$ cat src/rtl/hood_pkg.sv
// Shared encodings for the range-hood mode controller.
package hood_pkg;

    localparam int unsigned REM_W = 16;

    localparam logic [1:0] ST_OFF      = 2'd0;
    localparam logic [1:0] ST_STANDBY  = 2'd1;
    localparam logic [1:0] ST_SMOKING  = 2'd2;
    localparam logic [1:0] ST_CLEANING = 2'd3;

endpackage

$ cat src/rtl/menu_debounce.sv
// Menu button debouncer; release_evt marks the edge at which the debounced level falls.
module menu_debounce (
    input  logic clk_100Hz,
    input  logic reset,
    input  logic menu,
    output logic release_evt
);

    logic prev;
    logic stable;

    always_ff @(posedge clk_100Hz or posedge reset) begin
        if (reset) begin
            prev   <= 1'b0;
            stable <= 1'b0;
        end else begin
            prev <= menu;
            if (menu == prev)
                stable <= menu;
        end
    end

    // Combinational so the FSM consumes the event on the same edge stable drops.
    assign release_evt = stable && !menu && !prev;

endmodule

$ cat src/rtl/hood_mode_fsm.sv
// Range-hood mode controller (OFF/STANDBY/SMOKING/CLEANING) with timed turbo and cleaning.
// Optional macro HOOD_TURBO_DOWNSHIFT_EN: turbo expiry drops to level NUM_LVL-1 instead of STANDBY.
module hood_mode_fsm
    import hood_pkg::*;
#(
    parameter  int NUM_LVL       = 3,
    parameter  int TICKS_PER_SEC = 100,
    parameter  int CLEAN_SEC     = 180,
    parameter  int TURBO_SEC     = 60,
    localparam int LW            = $clog2(NUM_LVL + 1)
) (
    input  logic               clk_100Hz,
    input  logic               reset,
    input  logic               power_on,
    input  logic               menu,
    input  logic [NUM_LVL:0]   mode_sel,
    output logic [1:0]         state,
    output logic [LW-1:0]      lvl,
    output logic [REM_W-1:0]   remaining_sec,
    output logic               done_pulse
);

    localparam int TW = $clog2(TICKS_PER_SEC);

    logic          release_evt;
    logic [TW-1:0] tick;
    logic          sel_valid;
    logic [LW-1:0] sel_lvl;
    logic          is_turbo;
    logic          wrap;

    menu_debounce u_debounce (
        .clk_100Hz   (clk_100Hz),
        .reset       (reset),
        .menu        (menu),
        .release_evt (release_evt)
    );

    always_comb begin
        sel_lvl = '0;
        for (int unsigned i = 0; i < NUM_LVL; i++)
            if (mode_sel[i])
                sel_lvl = LW'(i + 1);
    end

    assign sel_valid = (mode_sel != '0) && ((mode_sel & (mode_sel - 1'b1)) == '0);
    assign is_turbo  = (lvl == LW'(NUM_LVL));
    assign wrap      = (tick == TW'(TICKS_PER_SEC - 1));

    always_ff @(posedge clk_100Hz or posedge reset) begin
        if (reset) begin
            state         <= ST_OFF;
            lvl           <= '0;
            remaining_sec <= '0;
            tick          <= '0;
            done_pulse    <= 1'b0;
        end else begin
            done_pulse <= 1'b0;
            if (!power_on) begin
                state         <= ST_OFF;
                lvl           <= '0;
                remaining_sec <= '0;
                tick          <= '0;
            end else begin
                case (state)
                    ST_OFF: state <= ST_STANDBY;
                    ST_STANDBY: begin
                        if (release_evt && sel_valid) begin
                            tick <= '0;
                            if (mode_sel[NUM_LVL]) begin
                                state         <= ST_CLEANING;
                                remaining_sec <= REM_W'(CLEAN_SEC);
                            end else begin
                                state <= ST_SMOKING;
                                lvl   <= sel_lvl;
                                if (sel_lvl == LW'(NUM_LVL))
                                    remaining_sec <= REM_W'(TURBO_SEC);
                            end
                        end
                    end
                    default: begin
                        // Turbo and cleaning share the countdown; lower levels only react to the button.
                        if (state == ST_CLEANING || is_turbo) begin
                            if (wrap) begin
                                tick <= '0;
                                if (remaining_sec == REM_W'(1)) begin
                                    remaining_sec <= '0;
                                    done_pulse    <= 1'b1;
                                    if (state == ST_CLEANING) begin
                                        state <= ST_STANDBY;
                                    end else begin
`ifdef HOOD_TURBO_DOWNSHIFT_EN
                                        lvl   <= LW'(NUM_LVL - 1);
`else
                                        state <= ST_STANDBY;
                                        lvl   <= '0;
`endif
                                    end
                                end else if (remaining_sec != '0) begin
                                    remaining_sec <= remaining_sec - 1'b1;
                                end
                            end else begin
                                tick <= tick + 1'b1;
                            end
                        end else if (release_evt) begin
                            state <= ST_STANDBY;
                            lvl   <= '0;
                        end
                    end
                endcase
            end
        end
    end

endmodule

$ cat config.mk
export PLATFORM = sky130hd
export DESIGN_NAME = hood_mode_fsm
export DESIGN_NICKNAME = d
export VERILOG_FILES = /design/src/rtl/hood_pkg.sv /design/src/rtl/menu_debounce.sv /design/src/rtl/hood_mode_fsm.sv
export SDC_FILE = /design/constraint.sdc
export NUM_CORES = 1
export LEC_CHECK = 0
export ABC_AREA = 1
export BUFFER_PORTS_ARGS = -buffer_cell sky130_fd_sc_hd__buf_2
export CORE_MARGIN = 2
export CORE_UTILIZATION = 26
export CTS_CLUSTER_DIAMETER = 80
export CTS_CLUSTER_SIZE = 30
export DETAILED_ROUTE_END_ITERATION = 6
export PLACE_DENSITY_LB_ADDON = 0.2
export SYNTH_ARGS = -nofsm -noshare
export SYNTH_HDL_FRONTEND = slang
export SYNTH_SLANG_ARGS = --single-unit
$ cat constraint.sdc
create_clock -name clk_100Hz -period 2.58 [get_ports clk_100Hz]
set_clock_uncertainty 0.2 [all_clocks]
set_input_delay 0.645 -clock clk_100Hz [delete_from_list [all_inputs] [get_ports clk_100Hz]]
set_output_delay 0.645 -clock clk_100Hz [all_outputs]
set_load 0.005 [all_outputs]
; Yosys cells after proc, flatten, opt, wreduce, memory -nomap -nowiden
; Index checks and enable logic that the tools add are counted.
[word_totals]
ff_bits = 30
inputBits = 8
[op_classes]
n_addsub = 3
n_eq_ne = 21
mux = 39
bitwise = 1
n_reduce_logical = 16
[op_table]
columns = op, count
row1 = 16-bit two-way mux, 8
row2 = 2-bit two-way mux, 16
row3 = 16-bit one-hot mux with 2 select lines, 1
row4 = 7-bit two-way mux, 4
row5 = "16-bit by 1-bit equality test with 1-bit output, second input constant", 1
row6 = 16-bit nonzero test, 1
row7 = "16-bit by 1-bit subtractor with 16-bit output, second input constant", 1
row8 = 7-bit one-hot mux with 2 select lines, 1
row9 = "4-bit by 1-bit != test with 1-bit output, second input constant", 2
row10 = "4-bit by 3-bit != test with 1-bit output, second input constant", 2
row11 = 2-bit one-hot mux with 2 select lines, 2
row12 = "7-bit by 1-bit adder with 7-bit output, second input constant", 1
row13 = "7-bit equality test, second input constant", 1
row14 = 1-bit two-way mux, 7
row15 = 7-bit AND reduction, 1
row16 = "2-bit equality test, second input constant", 3
row17 = "3-bit by 1-bit != test with 1-bit output, second input constant", 2
row18 = "3-bit != test, second input constant", 2
row19 = 6-bit AND reduction, 1
row20 = "5-bit by 1-bit != test with 1-bit output, second input constant", 1
row21 = "5-bit by 2-bit != test with 1-bit output, second input constant", 1
row22 = "5-bit by 3-bit != test with 1-bit output, second input constant", 1
row23 = 4-bit AND, 1
row24 = 1-bit logical AND, 4
row25 = other kinds (14), 15

; Longest topological paths before layout
[depth]
depth_word = 9
depth_mapped = 12
depth_no_buf = 11

; Hierarchy
; A second synthesis with hierarchy kept.
[unflattened]
hier_cells = 336
area_unflattened_um2 = 2130.8
[modules_own_cells]
columns = mod, instances, cells_each, area_per_inst_um2
row1 = hood_mode_fsm, 1, 328, 2055.7
row2 = menu_debounce, 1, 8, 75.1

; Worst setup path after synthesis
; Ideal clock, no wire load.
[synth_path]
kind = input -> register
from = input menu
to = register remaining_sec[10]
setup_ns = 0.065
arrival_time_ns = 1.595
required_ns = 2.315
slack_ns = 0.720
path_stages = 10
n_path_buf = 1
cell_sequence = nor2_1 -> nand2_1 -> nor2_1 -> nand2_1 -> nand2_2 -> nand3_2 -> nor2_4 -> buf_4 -> nand3_1 -> nand2_1
[synth_between]
elab_chain_cells = 6
[synth_lines]
columns = element, line_no
row1 = from (decl), hood_mode_fsm.sv:15  ; input logic menu,
row2 = 1-bit zero test, menu_debounce.sv:24  ; assign release_evt = stable && !menu && !prev;
row3 = 1-bit logical AND (2 in series), menu_debounce.sv:24
row4 = 1-bit logical AND, hood_mode_fsm.sv:68  ; if (release_evt && sel_valid) begin
row5 = 3-bit != test (no line), n/a
row6 = 6-bit AND reduction (no line), n/a
row7 = to (signal assigned), hood_mode_fsm.sv:72  ; remaining_sec <= REM_W'(CLEAN_SEC);
row8 = to (signal assigned), hood_mode_fsm.sv:77  ; remaining_sec <= REM_W'(TURBO_SEC);
row9 = to (signal assigned), hood_mode_fsm.sv:100  ; remaining_sec <= remaining_sec - 1'b1;
row10 = to (decl), hood_mode_fsm.sv:19  ; output logic [REM_W-1:0] remaining_sec,
; Every way passes these cells.
; A chain may end at the register's enable or synchronous reset.

; Worst setup path after layout
[layout_path]
from = register remaining_sec[9]
to = register lvl[1]
[layout_between]
elab_chain_cells = 3
[layout_lines]
columns = element, line_no
row1 = 16-bit by 1-bit equality test with 1-bit output, hood_mode_fsm.sv:86  ; if (remaining_sec == REM_W'(1)) begin
row2 = 4-bit by 2-bit != test with 1-bit output (no line), n/a
row3 = 7-bit AND reduction (no line), n/a
row4 = to (signal assigned), hood_mode_fsm.sv:75  ; lvl <= sel_lvl;
row5 = to (decl), hood_mode_fsm.sv:18  ; output logic [LW-1:0] lvl,
; Every way passes these cells.

==> results.sh <==
export IMPL_worstSetupPathType="reg -> reg"
export IMPL_first_pass_iters=4
export IMPL_irDropWorstVdd_mv=0.386
export IMPL_clock_tree_buffer_depth=2
export IMPL_tns_ns=0
export IMPL_cp_end_kind="flop"
export IMPL_syn_nets=331
export IMPL_period_share=0.815
export IMPL_seq_power_share=0.295
export IMPL_max_slew_margin_rel=0.730
export IMPL_synth_edf_count=0
export IMPL_portBuffers=28
export IMPL_cts_tree="done"
export IMPL_crit_fanout=10
export IMPL_dieWidth_um=93.3
export IMPL_maxSlewViolCount=0
export IMPL_pwr_share_comb=0.575
export IMPL_use_met2=0.214
export IMPL_yosys_warnings=0
export IMPL_syn_to_final_growth_pct=16.6
export IMPL_via_per_inst=4.51
export IMPL_synth_ff_type="dfrtp_1"
export IMPL_rsz0062_at_grt="no"
export IMPL_reg2reg_to="lvl[1]"
export IMPL_post_place_ws_ns=0.297
export IMPL_async_flop_share=1.00
export IMPL_rrSetupSlack_ns=0.48
export IMPL_pwr_density_cell_mw_per_mm2=1150
export IMPL_nets=366
export IMPL_fin_ws_ns=0.477
export IMPL_first_iter_violations=76
export IMPL_ctsResizeCount=0
export IMPL_dp_final_hpwl_um=4220
export IMPL_yosysMostFrequentCell="nand2_1"
export IMPL_final_antenna_net_count=0
export IMPL_critPathRequiredTime_ns=2.55
export IMPL_wl_per_cell_um=12.3
export IMPL_use_met1=0.196
export IMPL_p_leak_nw=1.29
export IMPL_r2r_start="remaining_sec[9]"
export IMPL_final_layout_size_suffix_gt1_frac=0.149
export IMPL_status="finished, final reports clean"
export IMPL_synth_area_leaders="dfrtp_1 (36%), nand2_1 (19%), nor2_1 (9.4%)"
export IMPL_power_mw=2.77
export IMPL_synth_seq_area_share=0.362
export IMPL_routed_wirelength_um=5610
export IMPL_ys_ff_latch=30
export IMPL_fmaxAchievable_mhz=476
export IMPL_vias=2061
export IMPL_synth_avg_cell_area_um2=6.48
export IMPL_fillCellCount=877
export IMPL_place_gp_congestion=0.801
export IMPL_grt_pass1_vias=1981
export IMPL_grt_first_pass_wirelength_um=9600
export IMPL_cts_num_sinks=30
export IMPL_die_h_um=93.3
export IMPL_setup_viol=0
export IMPL_power_frac_clock=0.130
export IMPL_maxCapViolCount=0
export IMPL_arrival_ns=2.07
export IMPL_internal_power_mw=1.37
export IMPL_synth_top_area_cell="dfrtp_1"
export IMPL_drcViolationCount=0
export IMPL_clkTransAtPathRegs_ns=0.06
export IMPL_netSwitchingPower_mw=1.40
export IMPL_hold_violations=0
export IMPL_p_sw_frac=0.506
export IMPL_busiest_layer="met2"
export IMPL_hold_slack_ns=0.244
export IMPL_synthDistinctLibCells=26
export IMPL_clock_latency_ns=0.28
export IMPL_fin_crit_ns=2.10
export IMPL_grt_total_usage=0.139
export IMPL_rr_worst_depth=10
export IMPL_critPathLaunch="remaining_sec[9]"
export IMPL_synth_area_mm2=0.00207
export IMPL_grt_util_met3=0.0218
export IMPL_antenna_found_initial=0
export IMPL_ctsHtreeMaxLevel=2
export IMPL_hold_class="in -> async"
export IMPL_synthCells=320
export IMPL_num_antenna_cells=0
export IMPL_endpoint="lvl[1]"
export IMPL_hold_buffers=0
export IMPL_die_area_mm2=0.00870
export IMPL_yosysTopAreaCellShare=0.362
export IMPL_synth_common_cells="nand2_1 (103), nor2_1 (52), inv_1 (34), dfrtp_1 (30), nand3_1 (30)"
export IMPL_post_cts_buffers=0
export IMPL_core_mm2=0.00773
export IMPL_grt_overflow=0
export IMPL_start_kind="flop"
export IMPL_utilization=0.313
export IMPL_std_cell_rows=32
export IMPL_worstMarginPinSlew_ns=0.406
export IMPL_numCtsBuffers=5
export IMPL_grt_max_degree=31
export IMPL_start_util=0.268
export IMPL_ios=29
export IMPL_cts_root_buf="clkbuf_8"
[layout make-up]
class	instances	area (µm²)	share of cell area
inverter	37	139	0.0575
clock buffer	7	76.3	0.0316
sequential	30	751	0.311
timing repair buffer	34	185	0.0766
tap	102	128	0.0528
multi-input combinational	247	1140	0.471
[routing by layer]
layer	vias up	part of all wire
met4	0	0.012
met3	5	0.038
met1	940	0.50
li1	1080	-
met2	36	0.45
met5	-	0
[registers in the layout (all words and copies together) (netlist names)]
name / count
remaining_sec: 16
u_debounce.prev: 1
done_pulse: 1
state: 2
lvl: 2
tick: 7
u_debounce.stable: 1
[layout by cell type (no fill, tap or decap), types with 6 or more instances in the layout]
cell     count
buf_2       28
buf_4        6
dfrtp_1     30
inv_1       34
nand2_1    103
nand3_1     30
nand4_1      6
nor2_1      52
o21ai_0     15
o21ai_1      7
[kinds of logic after synthesis]
logic type / after synthesis / share of synthesized area
compound gates: 32 / 0.0839
xor+xnor: 4 / 0.0169
flops: 30 / 0.362
simple gates: 208 / 0.430
fa+ha+maj: 3 / 0.0181
buf+inv: 43 / 0.0887
[worst min-delay path by stage]
stage / to / slack [ns] / cells after the start
after floorplan: u_debounce.stable / 0.26 / 2
after CTS: remaining_sec[9] / 0.25 / 3
after detailed placement: u_debounce.stable / 0.30 / 2
after global routing: remaining_sec[3] / 0.29 / 3
final: remaining_sec[11] / 0.24 / 3
after global placement: u_debounce.stable / 0.29 / 2
[critical path: stages (launching register included)]
cell and delay (ns):
dfrtp_1 0.45, nor2_1 0.24, nand2_1 0.08, nor2_1 0.18
nand2_1 0.28, nand2_1 0.20, nand2_1 0.07, nand2_1 0.07
nand2_1 0.10, nand2_1 0.07, o21ai_1 0.06
[metrics by stage]
stage,std cells,area (µm²)
2_1_floorplan,320,2070
3_3_place_gp,450,2340
3_5_place_dp,450,2340
4_1_cts,457,2420
5_1_grt,457,2420
6_report,457,2420
[power groups by stage]
| stage | logic, mW | registers [mW] | clock network [mW] |
|---|---|---|---|
| after floorplan | 1.17 | 0.788 | 0 |
| after CTS | 1.60 | 0.820 | 0.372 |
| after global routing | 1.85 | 0.848 | 0.395 |
| final | 1.59 | 0.817 | 0.359 |
| after detailed placement | 1.59 | 0.830 | 0 |
| after global placement | 1.60 | 0.830 | 0 |
No activity file was read; power rests on OpenSTA's default activity.
